<file path="src/rtl/simt_lane_sequencer_pkg.sv">
// Shared types for the SIMT lane sequencer.
// Holds the FSM states, unit sub-op codes and a log2 helper.
package simt_seq_pkg;

  typedef enum logic [1:0] {
    IDLE,
    ISSUE,
    DRAIN,
    WB
  } seq_state_t;

  // dcache sub-ops
  localparam logic [2:0] OP_LD  = 3'd0;
  localparam logic [2:0] OP_ST  = 3'd1;
  // texture sub-op
  localparam logic [2:0] OP_TEX = 3'd2;
  // SFU sub-ops
  localparam logic [2:0] OP_RCP = 3'd3;
  localparam logic [2:0] OP_RSQ = 3'd4;
  localparam logic [2:0] OP_EXP = 3'd5;
  localparam logic [2:0] OP_LOG = 3'd6;
  localparam logic [2:0] OP_SIN = 3'd7;

  // Lane index width; never below one bit.
  function automatic int clog2_lanes(input int n);
    int r;
    r = 0;
    for (int i = 0; i < 31; i++) begin
      if ((1 << i) < n) r = i + 1;
    end
    return (r == 0) ? 1 : r;
  endfunction

endpackage

</file>
<file path="src/rtl/simt_lane_sequencer_if.sv">
// Bus bundle for the SIMT lane sequencer: issue, per-lane request,
// response, vector writeback and status. master = sequencer side.
interface simt_lane_sequencer_if
  import simt_seq_pkg::*;
#(
  parameter int LANES = 4,
  parameter int DW    = 32,
  parameter int RW    = 24
);
  localparam int PW = clog2_lanes(LANES);

  logic                  issue_valid_i;
  logic                  issue_ready_o;
  logic [LANES-1:0]      issue_mask_i;
  logic [2:0]            issue_op_i;
  logic [5:0]            issue_dest_i;
  logic [LANES*DW-1:0]   issue_a_i;
  logic [LANES*DW-1:0]   issue_b_i;

  logic                  req_valid_o;
  logic                  req_ready_i;
  logic [DW-1:0]         req_a_o;
  logic [DW-1:0]         req_b_o;
  logic [2:0]            req_op_o;
  logic [PW-1:0]         req_lane_o;

  logic                  rsp_valid_i;
  logic [RW-1:0]         rsp_data_i;

  logic                  wb_valid_o;
  logic                  wb_ready_i;
  logic [5:0]            wb_dest_o;
  logic [LANES*RW-1:0]   wb_data_o;
  logic [LANES-1:0]      wb_mask_o;

  logic                  busy_o;
  logic                  err_o;

  modport master (
    input  issue_valid_i, issue_mask_i, issue_op_i,
    input  issue_dest_i, issue_a_i, issue_b_i,
    output issue_ready_o,
    output req_valid_o, req_a_o, req_b_o, req_op_o, req_lane_o,
    input  req_ready_i,
    input  rsp_valid_i, rsp_data_i,
    output wb_valid_o, wb_dest_o, wb_data_o, wb_mask_o,
    input  wb_ready_i,
    output busy_o, err_o
  );

  modport slave (
    output issue_valid_i, issue_mask_i, issue_op_i,
    output issue_dest_i, issue_a_i, issue_b_i,
    input  issue_ready_o,
    input  req_valid_o, req_a_o, req_b_o, req_op_o, req_lane_o,
    output req_ready_i,
    output rsp_valid_i, rsp_data_i,
    input  wb_valid_o, wb_dest_o, wb_data_o, wb_mask_o,
    output wb_ready_i,
    input  busy_o, err_o
  );

endinterface

</file>
<file path="src/rtl/simt_lane_sequencer_lane_priority_enc.sv">
// Finds the lowest set mask lane strictly above ptr_i.
// ptr_i is one bit wider than a lane index so all-ones means "from lane 0".
module lane_priority_enc
  import simt_seq_pkg::*;
#(
  parameter int LANES = 4,
  localparam int PW   = clog2_lanes(LANES)
) (
  input  logic [LANES-1:0] mask_i,
  input  logic [PW:0]      ptr_i,
  output logic [PW-1:0]    lane_o,
  output logic             none_o
);

  logic [PW:0] start;

  // Wraps all-ones to zero for the initial pick.
  assign start = ptr_i + {{PW{1'b0}}, 1'b1};

  always_comb begin
    lane_o = '0;
    none_o = 1'b1;
    for (int i = LANES - 1; i >= 0; i--) begin
      if (mask_i[i] && (i >= int'(start))) begin
        lane_o = PW'(i);
        none_o = 1'b0;
      end
    end
  end

endmodule

</file>
<file path="src/rtl/simt_lane_sequencer.sv">
// Serialises a masked vector op into per-lane unit requests and
// gathers in-order responses into one vector writeback.
module simt_lane_sequencer
  import simt_seq_pkg::*;
#(
  parameter int LANES   = 4,
  parameter int DW      = 32,
  parameter int RW      = 24,
  parameter int MAX_OUT = 2
) (
  input logic clk_i,
  input logic rst_i,
  simt_lane_sequencer_if.master bus
);

  localparam int PW = clog2_lanes(LANES);
  localparam int OW = (MAX_OUT > 1) ? $clog2(MAX_OUT) : 1;
  localparam int FD = 1 << OW;

  localparam logic [2:0]    MAX_CNT   = 3'(MAX_OUT);
  localparam logic [OW-1:0] LAST_SLOT = OW'(MAX_OUT - 1);
  localparam logic [PW:0]   PTR_START = '1;

  seq_state_t          state_q;
  logic [LANES-1:0]    mask_q;
  logic [2:0]          op_q;
  logic [5:0]          dest_q;
  logic [LANES*DW-1:0] a_q;
  logic [LANES*DW-1:0] b_q;
  logic [LANES*RW-1:0] res_q;
  logic [PW-1:0]       ptr_q;
  logic [2:0]          cnt_q;
  logic                err_q;

  // Lanes of in-flight requests, oldest at rd_q.
  logic [PW-1:0]       lane_fifo_q [FD];
  logic [OW-1:0]       wr_q;
  logic [OW-1:0]       rd_q;

  logic          req_valid;
  logic          req_fire;
  logic          rsp_fire;
  logic          rsp_bad;
  logic [2:0]    cnt_nxt;
  logic [PW-1:0] first_lane;
  logic          first_none;
  logic [PW-1:0] next_lane;
  logic          next_none;

  lane_priority_enc #(
    .LANES (LANES)
  ) u_first (
    .mask_i (bus.issue_mask_i),
    .ptr_i  (PTR_START),
    .lane_o (first_lane),
    .none_o (first_none)
  );

  lane_priority_enc #(
    .LANES (LANES)
  ) u_next (
    .mask_i (mask_q),
    .ptr_i  ({1'b0, ptr_q}),
    .lane_o (next_lane),
    .none_o (next_none)
  );

  // Gated on the registered count, so a slot freed by a
  // response only shows up as a request the next cycle.
  assign req_valid = (state_q == ISSUE) && (cnt_q < MAX_CNT);
  assign req_fire  = req_valid && bus.req_ready_i;
  assign rsp_fire  = bus.rsp_valid_i && (cnt_q != 3'd0);
  assign rsp_bad   = bus.rsp_valid_i && (cnt_q == 3'd0);
  assign cnt_nxt   = cnt_q + {2'b00, req_fire}
                   - {2'b00, rsp_fire};

  always_ff @(posedge clk_i) begin
    if (rst_i) begin
      state_q <= IDLE;
      mask_q  <= '0;
      op_q    <= '0;
      dest_q  <= '0;
      a_q     <= '0;
      b_q     <= '0;
      res_q   <= '0;
      ptr_q   <= '0;
      cnt_q   <= '0;
      err_q   <= 1'b0;
      wr_q    <= '0;
      rd_q    <= '0;
      for (int i = 0; i < FD; i++) begin
        lane_fifo_q[i] <= '0;
      end
    end else begin
      cnt_q <= cnt_nxt;

      if (rsp_bad) err_q <= 1'b1;

      if (req_fire) begin
        lane_fifo_q[wr_q] <= ptr_q;
        wr_q <= (wr_q == LAST_SLOT) ? '0 : wr_q + 1'b1;
      end

      if (rsp_fire) begin
        res_q[lane_fifo_q[rd_q]*RW +: RW] <= bus.rsp_data_i;
        rd_q <= (rd_q == LAST_SLOT) ? '0 : rd_q + 1'b1;
      end

      unique case (state_q)
        IDLE: begin
          if (bus.issue_valid_i) begin
            mask_q  <= bus.issue_mask_i;
            op_q    <= bus.issue_op_i;
            dest_q  <= bus.issue_dest_i;
            a_q     <= bus.issue_a_i;
            b_q     <= bus.issue_b_i;
            ptr_q   <= first_lane;
            state_q <= first_none ? WB : ISSUE;
          end
        end
        ISSUE: begin
          if (req_fire) begin
            ptr_q <= next_lane;
            if (next_none) state_q <= DRAIN;
          end
        end
        DRAIN: begin
          if (cnt_nxt == 3'd0) state_q <= WB;
        end
        WB: begin
          if (bus.wb_ready_i) begin
            state_q <= IDLE;
            res_q   <= '0;
          end
        end
        default: state_q <= IDLE;
      endcase
    end
  end

  assign bus.issue_ready_o = (state_q == IDLE);

  assign bus.req_valid_o = req_valid;
  assign bus.req_a_o     = a_q[ptr_q*DW +: DW];
  assign bus.req_b_o     = b_q[ptr_q*DW +: DW];
  assign bus.req_op_o    = op_q;
  assign bus.req_lane_o  = ptr_q;

  assign bus.wb_valid_o = (state_q == WB);
  assign bus.wb_dest_o  = dest_q;
  assign bus.wb_data_o  = res_q;
  assign bus.wb_mask_o  = mask_q;

  assign bus.busy_o = (state_q != IDLE);
  assign bus.err_o  = err_q;

endmodule

</file>
<file path="src/flat_wrapper.sv">
// flat-port wrapper written by rule: the top's interface ports become plain ports
module simt_lane_sequencer_flat import simt_seq_pkg::*;
#(
  parameter int LANES   = 4,
  parameter int DW      = 32,
  parameter int RW      = 24,
  parameter int MAX_OUT = 2
)
  (clk_i, rst_i, bus_issue_valid_i, bus_issue_mask_i, bus_issue_op_i, bus_issue_dest_i, bus_issue_a_i, bus_issue_b_i, bus_issue_ready_o, bus_req_valid_o, bus_req_a_o, bus_req_b_o, bus_req_op_o, bus_req_lane_o, bus_req_ready_i, bus_rsp_valid_i, bus_rsp_data_i, bus_wb_valid_o, bus_wb_dest_o, bus_wb_data_o, bus_wb_mask_o, bus_wb_ready_i, bus_busy_o, bus_err_o);
  simt_lane_sequencer_if #(.LANES(LANES), .DW(DW), .RW(RW)) bus_i ();
  input logic clk_i;
  input logic rst_i;
  input wire logic [$bits(bus_i.issue_valid_i)-1:0] bus_issue_valid_i;
  input wire logic [$bits(bus_i.issue_mask_i)-1:0] bus_issue_mask_i;
  input wire logic [$bits(bus_i.issue_op_i)-1:0] bus_issue_op_i;
  input wire logic [$bits(bus_i.issue_dest_i)-1:0] bus_issue_dest_i;
  input wire logic [$bits(bus_i.issue_a_i)-1:0] bus_issue_a_i;
  input wire logic [$bits(bus_i.issue_b_i)-1:0] bus_issue_b_i;
  output wire logic [$bits(bus_i.issue_ready_o)-1:0] bus_issue_ready_o;
  output wire logic [$bits(bus_i.req_valid_o)-1:0] bus_req_valid_o;
  output wire logic [$bits(bus_i.req_a_o)-1:0] bus_req_a_o;
  output wire logic [$bits(bus_i.req_b_o)-1:0] bus_req_b_o;
  output wire logic [$bits(bus_i.req_op_o)-1:0] bus_req_op_o;
  output wire logic [$bits(bus_i.req_lane_o)-1:0] bus_req_lane_o;
  input wire logic [$bits(bus_i.req_ready_i)-1:0] bus_req_ready_i;
  input wire logic [$bits(bus_i.rsp_valid_i)-1:0] bus_rsp_valid_i;
  input wire logic [$bits(bus_i.rsp_data_i)-1:0] bus_rsp_data_i;
  output wire logic [$bits(bus_i.wb_valid_o)-1:0] bus_wb_valid_o;
  output wire logic [$bits(bus_i.wb_dest_o)-1:0] bus_wb_dest_o;
  output wire logic [$bits(bus_i.wb_data_o)-1:0] bus_wb_data_o;
  output wire logic [$bits(bus_i.wb_mask_o)-1:0] bus_wb_mask_o;
  input wire logic [$bits(bus_i.wb_ready_i)-1:0] bus_wb_ready_i;
  output wire logic [$bits(bus_i.busy_o)-1:0] bus_busy_o;
  output wire logic [$bits(bus_i.err_o)-1:0] bus_err_o;
  assign bus_i.issue_valid_i = bus_issue_valid_i;
  assign bus_i.issue_mask_i = bus_issue_mask_i;
  assign bus_i.issue_op_i = bus_issue_op_i;
  assign bus_i.issue_dest_i = bus_issue_dest_i;
  assign bus_i.issue_a_i = bus_issue_a_i;
  assign bus_i.issue_b_i = bus_issue_b_i;
  assign bus_issue_ready_o = bus_i.issue_ready_o;
  assign bus_req_valid_o = bus_i.req_valid_o;
  assign bus_req_a_o = bus_i.req_a_o;
  assign bus_req_b_o = bus_i.req_b_o;
  assign bus_req_op_o = bus_i.req_op_o;
  assign bus_req_lane_o = bus_i.req_lane_o;
  assign bus_i.req_ready_i = bus_req_ready_i;
  assign bus_i.rsp_valid_i = bus_rsp_valid_i;
  assign bus_i.rsp_data_i = bus_rsp_data_i;
  assign bus_wb_valid_o = bus_i.wb_valid_o;
  assign bus_wb_dest_o = bus_i.wb_dest_o;
  assign bus_wb_data_o = bus_i.wb_data_o;
  assign bus_wb_mask_o = bus_i.wb_mask_o;
  assign bus_i.wb_ready_i = bus_wb_ready_i;
  assign bus_busy_o = bus_i.busy_o;
  assign bus_err_o = bus_i.err_o;
  simt_lane_sequencer #(.LANES(LANES), .DW(DW), .RW(RW), .MAX_OUT(MAX_OUT)) u_core (.clk_i(clk_i), .rst_i(rst_i), .bus(bus_i));
endmodule
</file>
<file path="config.mk">
export PLATFORM = sky130hd
export DESIGN_NAME = simt_lane_sequencer_flat
export DESIGN_NICKNAME = d
export VERILOG_FILES = /design/src/rtl/simt_lane_sequencer_pkg.sv /design/src/rtl/simt_lane_sequencer_if.sv /design/src/rtl/simt_lane_sequencer_lane_priority_enc.sv /design/src/rtl/simt_lane_sequencer.sv /design/src/flat_wrapper.sv
export SDC_FILE = /design/constraint.sdc
export NUM_CORES = 1
export LEC_CHECK = 0
export BUFFER_PORTS_ARGS = -buffer_cell sky130_fd_sc_hd__buf_4
export CELL_PAD_IN_SITES_DETAIL_PLACEMENT = 2
export CELL_PAD_IN_SITES_GLOBAL_PLACEMENT = 2
export CORE_MARGIN = 3
export CORE_UTILIZATION = 32
export DETAILED_ROUTE_END_ITERATION = 8
export PLACE_DENSITY_LB_ADDON = 0.08
export SLEW_MARGIN = 20
export SYNTH_ARGS = -nofsm -noshare
export SYNTH_HDL_FRONTEND = slang
export SYNTH_SLANG_ARGS = --single-unit
</file>
<file path="constraint.sdc">
create_clock -name clk_i -period 8.4 [get_ports clk_i]
set_clock_uncertainty 0.05 [all_clocks]
set_input_delay 0.42 -clock clk_i [delete_from_list [all_inputs] [get_ports clk_i]]
set_output_delay 0.42 -clock clk_i [all_outputs]
set_load 0.01 [all_outputs]
</file>
==> flow_metrics.tcl <==
set metrics [dict create \
    outcome "complete, no violations" \
    fp.dieW_um 224 \
    power_switching_mw 2.03 \
    drt-initial-drc-count 766 \
    insertion_delay_ns 0.59 \
    synth_cell_type_count 58 \
    seq_power_share 0.378 \
    worst-path-max-fanout 39 \
    first_pass_iters 6 \
    port_buffers 478 \
    drive_gt1_frac 0.292 \
    synth-seq-area-share 0.503 \
    period_needed_ns 3.46 \
    synth_largest_area_cell "dfxtp_1" \
    final.hold.worst_slack_ns 0.0276 \
    timing.final.hold_violations 0 \
    grt.total_usage 0.235 \
    p_leak_nw 8.69 \
    die_area_mm2 0.0502 \
    yosysWarnings 0 \
    timing.fmax_ghz 0.289 \
    cts.path.max_buffers 3 \
    syn2layout_area_growth_pct 36.1 \
    power.internal_mw 3.97 \
    max_slew_headroom 0.277 \
    setup_viol 0 \
    synthFlopType "dfxtp_1" \
    power_after_layout_mw 6.01 \
    power.combinational.fraction 0.298 \
    routabilityCongestion 0.767 \
    routed_wire_length_per_instance_um 22.0 \
    cts_resized 0 \
    clkSlewWorstSetupHoldPaths_ns 0.06 \
    critical_path_class "reg2out" \
    sw_frac_of_total 0.338 \
    synth_async_sr_flop_share 0 \
    start_util 0.325 \
    critPathArrivalTime_ns 2.99 \
    grt_pass1_vias 15500 \
    ys_ff_latch 380 \
    grt_overflow_total 0 \
    core_area_mm2 0.0468 \
    rsz0062_at_grt "false" \
    io_pins 479 \
    timing.critical_path.required_ns 7.93 \
    ant_nets 0 \
    netlist_area_mm2 0.0152 \
    clock_power_share 0.323 \
    grt_start_max_net_pins 190 \
    regArea_mm2 0.00765 \
    most_frequent_cells_in_the_layout "589 x nand2_1, 483 x buf_4, 374 x dfxtp_1" \
    power_density_mw_per_mm2 290 \
    synth_area_per_cell_um2 8.77 \
    cts_inserted_buffers 46 \
    num_vias 14400 \
    clkSinkCount 380 \
    crit_path_end_kind "primary output" \
    critPathLaunchType "flop" \
    edff_count_synth 4 \
    synth.area.top_cells "dfxtp_1 50%, nand2_1 15%, a21oi_1 9.6%" \
    postSynthCellCount 1733 \
    num-nets-final 2452 \
    detailedPlacementHpwl_um 42300 \
    fin_tns_setup_ns 0 \
    cts-htree-levels 2 \
    power.ir.vdd_worst_mv 0.188 \
    maxCapViolCount 0 \
    class_of_the_tightest_hold_or_removal_check "in2reg" \
    drt-vias-per-instance 5.15 \
    tritoncts "built" \
    route.detailed.drc 0 \
    post-route-period-util 0.412 \
    count_of_final_max_slew_check_failures 0 \
    antenna_found_initial 14 \
    filler_cell_count 5131 \
    max_slew.worst_pin.slew_ns 1.09 \
    synthDominantCellAreaShare 0.495 \
    layout.cells.most_common "nand2_1" \
    dieHeight_um 224 \
    rows 79 \
    drt-total-wl_um 61300 \
    synthesis.nets 2045 \
    multi_input_comb_area_mm2 0.00701 \
    cts.root.buffer_cell "clkbuf_16" \
    grt_pass1_wl_um 91900 \
]
==> sequential cells by signal (all words and copies together) (netlist names), 2 cells and up, named ones only <==
register               cells
u_core.bus.wb_data_o      96
u_core.state_q             2
u_core.a_q               128
u_core.bus.req_op_o        3
u_core.bus.wb_mask_o       4
u_core.cnt_q               3
u_core.bus.req_lane_o      2
u_core.bus.wb_dest_o       6
u_core.b_q               128
u_core.lane_fifo_q         4
==> cell usage after synthesis, drive strengths merged (3+ instances only) <==
| cell type | number |
|---|---|
| nand2b | 4 |
| buf | 25 |
| inv | 21 |
| clkbuf | 105 |
| nor4 | 3 |
| nor2 | 67 |
| a22o | 26 |
| and2 | 3 |
| nor3 | 6 |
| o21ai | 18 |
| edfxtp | 4 |
| ha | 12 |
| nand2 | 590 |
| mux2i | 25 |
| a222oi | 7 |
| nand3 | 3 |
| a22oi | 31 |
| a2bb2oi | 8 |
| o21a | 3 |
| mux4 | 64 |
| o31ai | 5 |
| nor2b | 4 |
| a21oi | 293 |
| dfxtp | 376 |
==> metal layers <==
layer | GRT usage | part of all wire
met1 | 0.285 | 0.41
met2 | 0.399 | 0.49
met3 | 0.0799 | 0.076
met4 | 0.0613 | 0.017
met5 | 0 | 0.0021
==> final timing paths <==
path / end / from / slack (ns) / cells past startpoint
max: bus_req_a_o[12] / u_core.bus.req_lane_o[0] / 4.94 / 3
max reg2reg: u_core.state_q[1] / u_core.cnt_q[1] / 5.23 / 11
min reg2reg: u_core.a_q[14] / u_core.a_q[14] / 0.40 / 2
min: u_core.a_q[34] / bus_issue_a_i[34] / 0.03 / 3
==> layout make-up <==
type | count | share of cell area
Sequential cell | 380 | 0.370
Tap cell | 607 | 0.0367
Timing Repair Buffer | 489 | 0.180
Inverter | 21 | 0.00381
Clock inverter | 9 | 0.00260
Multi-Input combinational cell | 1202 | 0.339
Antenna cell | 6 | 0.000725
Clock buffer | 75 | 0.0677
==> worst max-delay path, stage by stage (launching register included) <==
cell	delay (ns)
dfxtp_4	0.85
buf_4	0.76
mux4_2	0.61
buf_4	0.17
==> power groups by stage <==
stage / sequential (mW) / combinational (mW) / clock (mW)
2_1_floorplan: 2.18 / 1.17 / 0
3_5_place_dp: 2.32 / 1.80 / 0
3_3_place_gp: 2.30 / 1.76 / 0
5_1_grt: 2.32 / 1.98 / 2.08
4_1_cts: 2.28 / 1.81 / 1.99
6_report: 2.27 / 1.79 / 1.94
==> metrics by stage <==
step,worst slack (ns),instances,util,area (um^2)
after floorplan,5.64,1733,-,15200
after global placement,5.19,2696,0.410,19200
after detailed placement,5.02,2696,0.410,19200
after CTS,4.78,2782,0.441,20600
after global routing,4.65,2788,0.443,20700
final,4.94,2789,0.443,20700
==> cells by family (layout without fill, tap and decap cells) <==
family | Yosys count | after routing | share of synthesized area
adder cells (fa/ha/maj) | 13 | 13 | 0.0112
buffers and inverters | 151 | 594 | 0.0393
AO/OA/AOI/OAI | 404 | 404 | 0.153
multiplexers | 89 | 89 | 0.112
AND/OR/NAND/NOR | 693 | 693 | 0.180
flip-flops | 380 | 380 | 0.503
XOR/XNOR | 3 | 3 | 0.00173
other | 0 | 6 | 0
==> what timing repair did <==
item | 4_1_cts | 5_1_grt
setup buffers | 0 | 0
hold buffers | 2 | 0
endpoints found under the hold margin | 2 | 0
Note: power is estimated with default switching activity, not from simulation.
